<file path="src/rtl/wb_port_arbiter_pkg.sv">
// Shared definitions for the two-requester write-port arbiter: default widths,
// output-register state encoding, requester-ID type and the winner function.
package wb_port_arbiter_pkg;

    localparam int DEF_DATA_W = 32;
    localparam int DEF_ADDR_W = 5;

    // Width of the data mux slice block.
    localparam int MUX_W = 32;

    // Output register occupancy.
    typedef enum logic {
        ST_EMPTY = 1'b0,
        ST_FULL  = 1'b1
    } out_state_e;

    // Requester identifier (two requesters).
    typedef logic req_id_t;

    localparam req_id_t REQ0 = 1'b0;
    localparam req_id_t REQ1 = 1'b1;

    // Winner selection: a lone requester always wins; on a tie the requester
    // that was not granted last wins, unless fixed priority forces requester 0.
    function automatic req_id_t pick_winner(
        input logic    v0,
        input logic    v1,
        input req_id_t last,
        input logic    fixed
    );
        req_id_t w;
        w = REQ0;
        if (v0 && v1) begin
            w = fixed ? REQ0 : ~last;
        end else if (v1) begin
            w = REQ1;
        end
        return w;
    endfunction

endpackage

</file>
<file path="src/rtl/MUX21_32.sv">
// 32-bit 2:1 multiplexer: sel_i=0 passes a_i, sel_i=1 passes b_i.
module MUX21_32 (
    input  logic [31:0] a_i,
    input  logic [31:0] b_i,
    input  logic        sel_i,
    output logic [31:0] y_o
);

    // Pure combinational select.
    always_comb begin
        y_o = sel_i ? b_i : a_i;
    end

endmodule

</file>
<file path="src/rtl/wb_port_arbiter.sv">
// Two-requester write-port arbiter feeding a single registered output slot.
// Round-robin on ties by default; define ARB_FIXED_PRIO_EN to make requester 0
// win every tie. The output slot drains and reloads on the same edge, so a
// continuously ready consumer sees no bubbles.
module wb_port_arbiter
    import wb_port_arbiter_pkg::*;
#(
    parameter int DATA_W = DEF_DATA_W,
    parameter int ADDR_W = DEF_ADDR_W
) (
    input  logic              clk,
    input  logic              rst_n,

    input  logic              req0_valid,
    input  logic [DATA_W-1:0] req0_data,
    input  logic [ADDR_W-1:0] req0_addr,
    output logic              req0_ready,

    input  logic              req1_valid,
    input  logic [DATA_W-1:0] req1_data,
    input  logic [ADDR_W-1:0] req1_addr,
    output logic              req1_ready,

    output logic              out_valid,
    output logic [DATA_W-1:0] out_data,
    output logic [ADDR_W-1:0] out_addr,
    output logic              out_src,
    input  logic              out_ready
);

`ifdef ARB_FIXED_PRIO_EN
    localparam logic FIXED_PRIO = 1'b1;
`else
    localparam logic FIXED_PRIO = 1'b0;
`endif

    // The data path is built from 32-bit mux slices; inputs are zero-padded
    // up to a whole number of slices and the result is cut back to DATA_W.
    localparam int NSLICE = (DATA_W + MUX_W - 1) / MUX_W;
    localparam int PAD_W  = NSLICE * MUX_W;

    out_state_e        state_q, state_d;
    logic [DATA_W-1:0] data_q, data_d;
    logic [ADDR_W-1:0] addr_q, addr_d;
    req_id_t           src_q, src_d;
    req_id_t           last_grant_q, last_grant_d;

    req_id_t           winner;
    logic              any_valid;
    logic              can_accept;
    logic              transfer;
    logic [PAD_W-1:0]  mux_a, mux_b, mux_y;
    logic [ADDR_W-1:0] win_addr;

    // Arbitration and acceptance; nothing is accepted while reset is held.
    always_comb begin
        any_valid  = req0_valid | req1_valid;
        winner     = pick_winner(req0_valid, req1_valid, last_grant_q, FIXED_PRIO);
        can_accept = (state_q == ST_EMPTY) | out_ready;
        transfer   = rst_n & can_accept & any_valid;
    end

    // Zero-pad requester payloads to the slice-aligned width.
    always_comb begin
        mux_a              = '0;
        mux_b              = '0;
        mux_a[DATA_W-1:0]  = req0_data;
        mux_b[DATA_W-1:0]  = req1_data;
    end

    genvar gi;
    generate
        for (gi = 0; gi < NSLICE; gi++) begin : g_data_mux
            MUX21_32 u_mux (
                .a_i   (mux_a[gi*MUX_W +: MUX_W]),
                .b_i   (mux_b[gi*MUX_W +: MUX_W]),
                .sel_i (winner),
                .y_o   (mux_y[gi*MUX_W +: MUX_W])
            );
        end
    endgenerate

    assign win_addr = (winner == REQ1) ? req1_addr : req0_addr;

    // State and held-write registers; reset discards any held write.
    always_ff @(posedge clk or negedge rst_n) begin
        if (!rst_n) begin
            state_q      <= ST_EMPTY;
            data_q       <= '0;
            addr_q       <= '0;
            src_q        <= REQ0;
            last_grant_q <= REQ1;
        end else begin
            state_q      <= state_d;
            data_q       <= data_d;
            addr_q       <= addr_d;
            src_q        <= src_d;
            last_grant_q <= last_grant_d;
        end
    end

    // Next state: load on transfer (also when draining), empty on a drain alone.
    always_comb begin
        state_d      = state_q;
        data_d       = data_q;
        addr_d       = addr_q;
        src_d        = src_q;
        last_grant_d = last_grant_q;
        if (transfer) begin
            state_d      = ST_FULL;
            data_d       = mux_y[DATA_W-1:0];
            addr_d       = win_addr;
            src_d        = winner;
            last_grant_d = winner;
        end else if ((state_q == ST_FULL) && out_ready) begin
            state_d = ST_EMPTY;
        end
    end

    // Outputs: handshake readies go only to the winning requester.
    always_comb begin
        out_valid  = (state_q == ST_FULL);
        req0_ready = transfer & (winner == REQ0);
        req1_ready = transfer & (winner == REQ1);
    end

    assign out_data = data_q;
    assign out_addr = addr_q;
    assign out_src  = src_q;

endmodule

</file>
<file path="config.mk">
export PLATFORM = sky130hd
export DESIGN_NAME = wb_port_arbiter
export DESIGN_NICKNAME = d
export VERILOG_FILES = /design/src/rtl/wb_port_arbiter_pkg.sv /design/src/rtl/MUX21_32.sv /design/src/rtl/wb_port_arbiter.sv
export SDC_FILE = /design/constraint.sdc
export NUM_CORES = 1
export LEC_CHECK = 0
export CAP_MARGIN = 15
export CELL_PAD_IN_SITES_DETAIL_PLACEMENT = 2
export CELL_PAD_IN_SITES_GLOBAL_PLACEMENT = 2
export CORE_UTILIZATION = 22
export CTS_CLUSTER_SIZE = 20
export DETAILED_ROUTE_END_ITERATION = 10
export PLACE_DENSITY_LB_ADDON = 0.2
export SYNTH_ARGS = -nofsm -noshare
export SYNTH_HDL_FRONTEND = slang
export SYNTH_SLANG_ARGS = --single-unit
</file>
<file path="constraint.sdc">
create_clock -name clk -period 4 [get_ports clk]
set_input_delay 0.8 -clock clk [delete_from_list [all_inputs] [get_ports clk]]
set_output_delay 0.8 -clock clk [all_outputs]
set_load 0.01 [all_outputs]
</file>
## Word level (Yosys, flattened, before mapping)

Cells that the tools add are included.

| cells by class | value |
|---|---|
| muxes and demuxes | 6 |
| bitwise operators | 9 |
| equality and inequality tests | 0 |
| magnitude comparators | 0 |
| div/mod/pow operators | 0 |
| $mul | 0 |
| shifts and indexed selects | 0 |
| add/sub/neg operators | 0 |
| reduce and logical (&&, ||, !) cells | 3 |

Operators by type and width:

| operator | count |
|---|---|
| $mux W32 | 1 |
| $mux W5 | 1 |
| $and A1 B1 Y1 | 4 |
| $mux W1 | 4 |
| $not A1 Y1 | 3 |
| $logic_and A1 B1 Y1 | 2 |
| $or A1 B1 Y1 | 2 |
| $reduce_bool A2 Y1 | 1 |

| word-level totals | value |
|---|---|
| input port bits | 79 |
| latch bits | 0 |
| output and inout bits | 41 |
| register bits after elaboration | 40 |
| word-level logic and storage cells | 23 |
| memory bits (read-only) | 0 |
| memories | 0 |
| RAM bits | 0 |

## Logic depth before layout (Yosys ltp)

Gate-level depths: netlist (run 1).

| logic depth | value |
|---|---|
| depth after elaboration | 5 |
| mapped depth | 6 |
| mapped depth without buffers | 3 |

## Modules after synthesis

From an unflattened synthesis (run 1), not the netlist that was laid out.

| second synthesis, totals | value |
|---|---|
| cell total of the unflattened synthesis | 132 |
| area, all modules | 2,155.8 um2 |

Modules (own cells, without submodules):

| module | cells each | seq. area each (um2) | times used | area an instance (um2) |
|---|---|---|---|---|
| wb_port_arbiter | 96 | 1,002.2 | 1 | 1,611.5 |
| MUX21_32 | 36 | 0.0 | 1 | 544.3 |

## Worst setup path before layout (run 1)

Ideal clock, no wire load.

| timing path | value |
|---|---|
| path kind | in2out |
| from | input port out_ready |
| to | output port req1_ready |
| arrival time | 1.402 ns |
| setup slack | 1.798 ns |
| path buffers | 2 |
| stages on the path | 4 |
| data required time | 3.200 ns |
| cell sequence | nand2b_4 > buf_6 > and4_4 > buf_2 |

| on the way | value |
|---|---|
| longest elaborated chain between the ends | 4 |

Ends and longest elaborated chain:

| what | RTL line | RTL |
|---|---|---|
| start, declared | wb_port_arbiter.sv:28 | `input logic out_ready` |
| $or A1 B1 Y1 | wb_port_arbiter.sv:59 | `can_accept = (state_q == ST_EMPTY) \| out_ready;` |
| $and A1 B1 Y1 (2 in a row) | wb_port_arbiter.sv:60 | `transfer = rst_n & can_accept & any_valid;` |
| $and A1 B1 Y1 | wb_port_arbiter.sv:124 | `req1_ready = transfer & (winner == REQ1);` |
| end, declared | wb_port_arbiter.sv:22 | `output logic req1_ready,` |

No other way between the ends.

## Worst setup path in the final report (run 1)

| timing path | value |
|---|---|
| from | input port out_ready |
| to | output port req0_ready |

| on the way | value |
|---|---|
| longest elaborated chain between the ends | 4 |

Ends and longest elaborated chain:

| what | RTL line | RTL |
|---|---|---|
| $or A1 B1 Y1 | wb_port_arbiter.sv:59 |  |
| $and A1 B1 Y1 (2 in a row) | wb_port_arbiter.sv:60 |  |
| $and A1 B1 Y1 | wb_port_arbiter.sv:123 | `req0_ready = transfer & (winner == REQ0);` |
| end, declared | wb_port_arbiter.sv:17 | `output logic req0_ready,` |

No other way between the ends.

==> results of run 1 <==
layout by cell type (no fill, tap or decap):
cell type / Yosys / layout
nand2b_4: 1 / 1
clkinv_2: 0 / 1
clkbuf_8: 0 / 5
clkbuf_1: 12 / 1
inv_1: 38 / 38
and4_4: 1 / 1
or2_1: 1 / 1
o2111a_1: 1 / 1
buf_2: 6 / 1
bufinv_16: 0 / 1
dfstp_2: 1 / 1
a31oi_1: 39 / 39
buf_4: 0 / 5
clkdlybuf4s50_1: 0 / 118
dfrtp_1: 39 / 39
a221o_1: 37 / 37
nand2_1: 3 / 3
nor2_1: 2 / 2
final timing paths:
check,cells after the start,end
max reg2reg,4,out_addr[1]
min,2,out_src
min in group asynchronous,2,out_data[7]
max in group asynchronous,2,out_data[14]
min reg2reg,2,out_src
max,4,req0_ready
power groups by stage:
stage	logic [mW]	clock network [mW]	registers [mW]
floorplan	0.166	0	0.572
global placement	0.485	0	0.532
detailed placement	0.492	0	0.538
finish	0.484	0.333	0.528
global route	0.531	0.359	0.540
CTS	0.494	0.346	0.531
through the flow:
stage | utilization | total power [mW]
after floorplan | - | 0.737
after global placement | 0.379 | 1.02
after detailed placement | 0.379 | 1.03
after CTS | 0.392 | 1.37
after global routing | 0.392 | 1.43
final | 0.392 | 1.35
sequential cells by signal, summed over array words and instances (netlist names):
name          flops
out_data         32
out_addr          5
last_grant_q      1
out_src           1
out_valid         1
worst max-delay path, stage by stage:
cell and delay (ns):
clkdlybuf4s50_1 0.45, nand2b_4 0.25, o2111a_1 0.25, clkdlybuf4s50_1 0.55
logic make-up after synthesis:
logic type | after synthesis | share of synthesized area
flip-flops | 40 | 0.515
AND/OR/NAND/NOR | 8 | 0.0257
buffers and inverters | 61 | 0.138
AO/OA/AOI/OAI | 77 | 0.322
cell type report:
type	instances	area, sq um	share of cell area
timing repair buffer	124	1220	0.373
tap	105	131	0.0400
multi-input combinational	85	676	0.206
inverter	38	143	0.0434
clock inverter	2	35.0	0.0107
sequential	40	1000	0.305
clock buffer	6	72.6	0.0221
layer usage:
| layer | share of wire | vias up | routed length, um | track usage |
|---|---|---|---|---|
| li1 | - | 910 | - | - |
| met4 | 0.011 | 0 | 79 | 0.0423 |
| met5 | 0 | - | 0 | 0 |
| met2 | 0.51 | 65 | 3610 | 0.288 |
| met1 | 0.41 | 968 | 2920 | 0.175 |
| met3 | 0.061 | 10 | 427 | 0.0387 |
==> run metrics, run 1 <==
run status completed; Main synth FF type dfrtp_1; DR iter-0 viols 48; Post-Route WL 7040 um; Placed Cells just under 400; # diodes 0; Clock Skews just under 0.009 ns; Area Growth Syn to Fin 68.7%; row count 33; vias in the first global route 2140; Worst-path clk slew around 0.070 ns; Int Power around 0.96 mW; Leak between 1 and 1.5 nW; register area share after synthesis 0.515; clock sink count 40; RSZ-0062 raised after global routing no; clk_lat worst skew 0.29 ns; Max H-tree Level 2; syn avg cell area approximately 10 sq um; Via Count 1953; IO Pins 120; EDFF count, synth 0; initial antenna violation count 0; Reg-to-Reg Start out_valid; first-pass GRT wire length ~11000 um; Mapped Area 1950 sq um; final count of hold timing violations 0; Post-Syn Instances 186; Syn Nets 265; Synth area leaders dfrtp_1 (50%), a221o_1 (19%), a31oi_1 (13%); fraction of registers with async set/reset 1.00; post-route insts no fill 400; # resized after CTS 0; Crit. End Element primary output; Num CTS Buffers 5; Final period util 0.776; CP startpoint out_ready; switching share of power 0.287; Slew @ Worst Pin 0.898 ns; Port Buffers 119; Netlist cell types 15; layout cell share with drive strength beyond 1 0.0542; Tmin final 3.10 ns; Startpoint Class primary input; Hold WC Path Type reg2reg; pre-CTS setup slack 0.883 ns; GRT overflow 0; # nets final around 370; chip width 96.0 um; final setup margin 0.896 ns; FMAX roughly 320 MHz; CTS root buf clkbuf_8; routed vias/inst 4.88; Final Wtd Congestion approximately 0.66; largest net degree at the start of global routing 81; Slew Viols, Final 0; reg2reg setup slack around 2.4 ns; fill cell total of the finished layout approximately 940; Reg power frac 0.393; Worst EP arrival around 2.3 ns; total global-route track usage 0.155; DRC 0; routed length per instance ~18 um; post-CTS repair timing setup buffer count 0; Critical Path Fanout Max 17; Die Area 9220 sq um; hpwl dp 4660 um; Yosys Warn Count 0; hold_buf cts 0; crit path kind in2out; clock power share 0.248; Die Ht 96.0 um; total of max-cap violations 0; Clock Tree Buf Depth 2; setup TNS 0 ns; Max-Slew Margin vs Limit 0.402; Final setup viols 0; post-synth top area share 0.502; Cell Area, Placed 3180 sq um; antenna viol nets, final 0; Seq cells post-synth 40; CTS tree done; synth cell count leaders a31oi_1 (39), dfrtp_1 (39), inv_1 (38); power per cell area roughly 410 nW/um^2; combinational share of power 0.360; cell taking the most area after synthesis dfrtp_1; Starting Density 0.232; DR pass1 iterations 4; Hold WS 0.524 ns; final instance area 3280 sq um; NetSw 0.386 mW; Req. time, crit path 3.20 ns; Hold Startpoint out_src; core area about 8400 sq um; Worst VDD drop 129 uV
No activity file was read; power rests on OpenSTA's default activity.
==> inputs of run 2 (changes only) <==
Settings changed: CORE_UTILIZATION 22 to 20.
Clock period 4 ns to 3.11 ns, I/O delays scaled along.
==> run 2 against run 1 <==
  * Worst hold slack worse by 0.022 ns
  * Register-to-register slack worse by 0.90 ns
  * Sequential share of layout area is 0.24 points lower
  * Design area is 0.80% higher
  * Combinational power is 30% higher
  * Via count is 0.20% higher
  * First-iteration DRC count is 31% lower
  * Sequential power is 29% higher
==> run metrics, run 2 (synthesized netlist as in run 1, its figures left out) <==
total global-route track usage 0.149; Area Growth Syn to Fin 70.1%; Final setup viols 0; initial antenna violation count 0; Startpoint Class primary input; total of max-cap violations 0; Reg power frac 0.403; row count 35; Cell Area, Placed roughly 3200 sq um; top routing layer in use met4; CTS root buf clkbuf_8; final count of hold timing violations 0; most common cell after layout, fill and taps aside clkdlybuf4s50_1; FMAX 365 MHz; final setup margin about 0.37 ns; Hold WS 0.502 ns; pre-CTS setup slack between 0.3 and 0.4 ns; Max-Slew Margin vs Limit 0.392; antenna viol nets, final 0; Max stage delay cell, worst path clkdlybuf4s50_1; DRC 0; hold_buf cts 0; Die Ht 101 um; area of the multi-input gates ~680 sq um; Buf/Inv on CP 2; crit path kind in2out; hpwl dp about 4900 um; DR iter-0 viols 33; Routed met2 length 3500 um; Worst-path clk slew approximately 0.080 ns; Metal-1 WL approximately 3200 um; core area 9330 sq um; crit-path cells clkdlybuf4s50_1 > nand2b_4 > o2111a_1 > clkdlybuf4s50_1; IO Pins 120; Tmin final 2.74 ns; final instance area around 3300 sq um; Max H-tree Level 2; Clock Tree Buf Depth 2; max FFs per register 32; NetSw between 0.4 and 0.5 mW; # nets final 374; setup TNS 0 ns; CP most frequent cell clkdlybuf4s50_1; Via Count 1957; Top delay family on crit path buffers and inverters; CTS tree done; clock power share 0.224; Req. time, crit path 2.49 ns; routed vias/inst 4.62; combinational share of power 0.373; power per cell area between 500 and 600 nW/um^2; Met3 Routed Length ~470 um; Post-Route WL between 7000 and 8000 um; vias in the first global route around 2200; run status completed; Starting Density 0.209; Int Power 1.19 mW; # diodes 0; clock sink count 40; Worst VDD drop ~170 uV; Final period util 0.881; crit-path max cell delay 0.55 ns; Slew @ Worst Pin 0.912 ns; GRT overflow 0; routed length per instance between 15 and 20 um; first-pass GRT wire length 11600 um; # resized after CTS 0; DR pass1 iterations 4; largest net degree at the start of global routing 81; Port Buffers 119; Die Area 10100 sq um; clk_lat worst skew approximately 0.28 ns; Final Wtd Congestion 0.654; fill cell total of the finished layout 1007; Critical Path Fanout Max 13; most frequent cells in the layout clkdlybuf4s50_1 (118), a31oi_1 (39), dfrtp_1 (39); switching share of power 0.292; Worst EP arrival ~2.1 ns; post-CTS repair timing setup buffer count 0; Num CTS Buffers 5; layout cell share with drive strength beyond 1 0.0576; Slew Viols, Final 0; Hold WC Path Type reg2reg; Clock Skews 0.00453 ns; RSZ-0062 raised after global routing no; Crit. End Element primary output; FF/Latch Area 1000 sq um; Leak about 1.4 nW; chip width 101 um
==> run 2: cell count changes in the layout (fill, tap and decap cells not counted) <==
cell | previous run | this run
clkbuf_8 | 5 | 7
buf_4 | 5 | 6
bufinv_16 | 1 | 0
clkbuf_1 | 1 | 0
clkinv_2 | 1 | 0
==> run 2: path summary, 6_finish.rpt <==
path                                     end  cells after the start  slack, ns      start
worst max-delay path              req0_ready                      4       0.37  out_ready
worst min-delay path                 out_src                      2       0.50    out_src
worst max register to register   out_addr[2]                      4       1.46  out_valid
worst min register to register       out_src                      2       0.50    out_src
max in group asynchronous       out_data[15]                      2       1.88      rst_n
min in group asynchronous        out_data[1]                      2       0.64      rst_n
==> run 2: power by group through the flow <==
stage / sequential (mW) / clock (mW) / combinational, mW
after CTS: 0.683 / 0.398 / 0.641
after detailed placement: 0.692 / 0 / 0.638
after global placement: 0.687 / 0 / 0.622
final: 0.680 / 0.378 / 0.628
after global routing: 0.695 / 0.416 / 0.688
after floorplan: 0.735 / 0 / 0.213
==> run 2: routing by layer <==
| metal | up-vias | GRT usage |
|---|---|---|
| met1 | 964 | 0.191 |
| met5 | - | 0 |
| li1 | 912 | - |
| met2 | 75 | 0.248 |
| met3 | 6 | 0.0374 |
| met4 | 0 | 0.0390 |
==> run 2: layout make-up <==
type / count / share of cell area
Timing Repair Buffer: 125 / 0.372
Tap cell: 129 / 0.0488
Clock buffer: 7 / 0.0291
Inverter: 38 / 0.0431
Multi-Input combinational cell: 85 / 0.204
Sequential cell: 40 / 0.303
==> run 2: tightest hold or removal path: stages (launching register included) <==
cell	delay [ns]
dfrtp_1	0.35
a31oi_1	0.05
nor2_1	0.07
==> run 2: stage by stage <==
step | util | total power [mW] | cells
floorplan | - | 0.948 | 186
detailed placement | 0.344 | 1.33 | 417
global placement | 0.344 | 1.31 | 417
finish | 0.355 | 1.69 | 424
CTS | 0.355 | 1.72 | 424
global route | 0.355 | 1.80 | 424
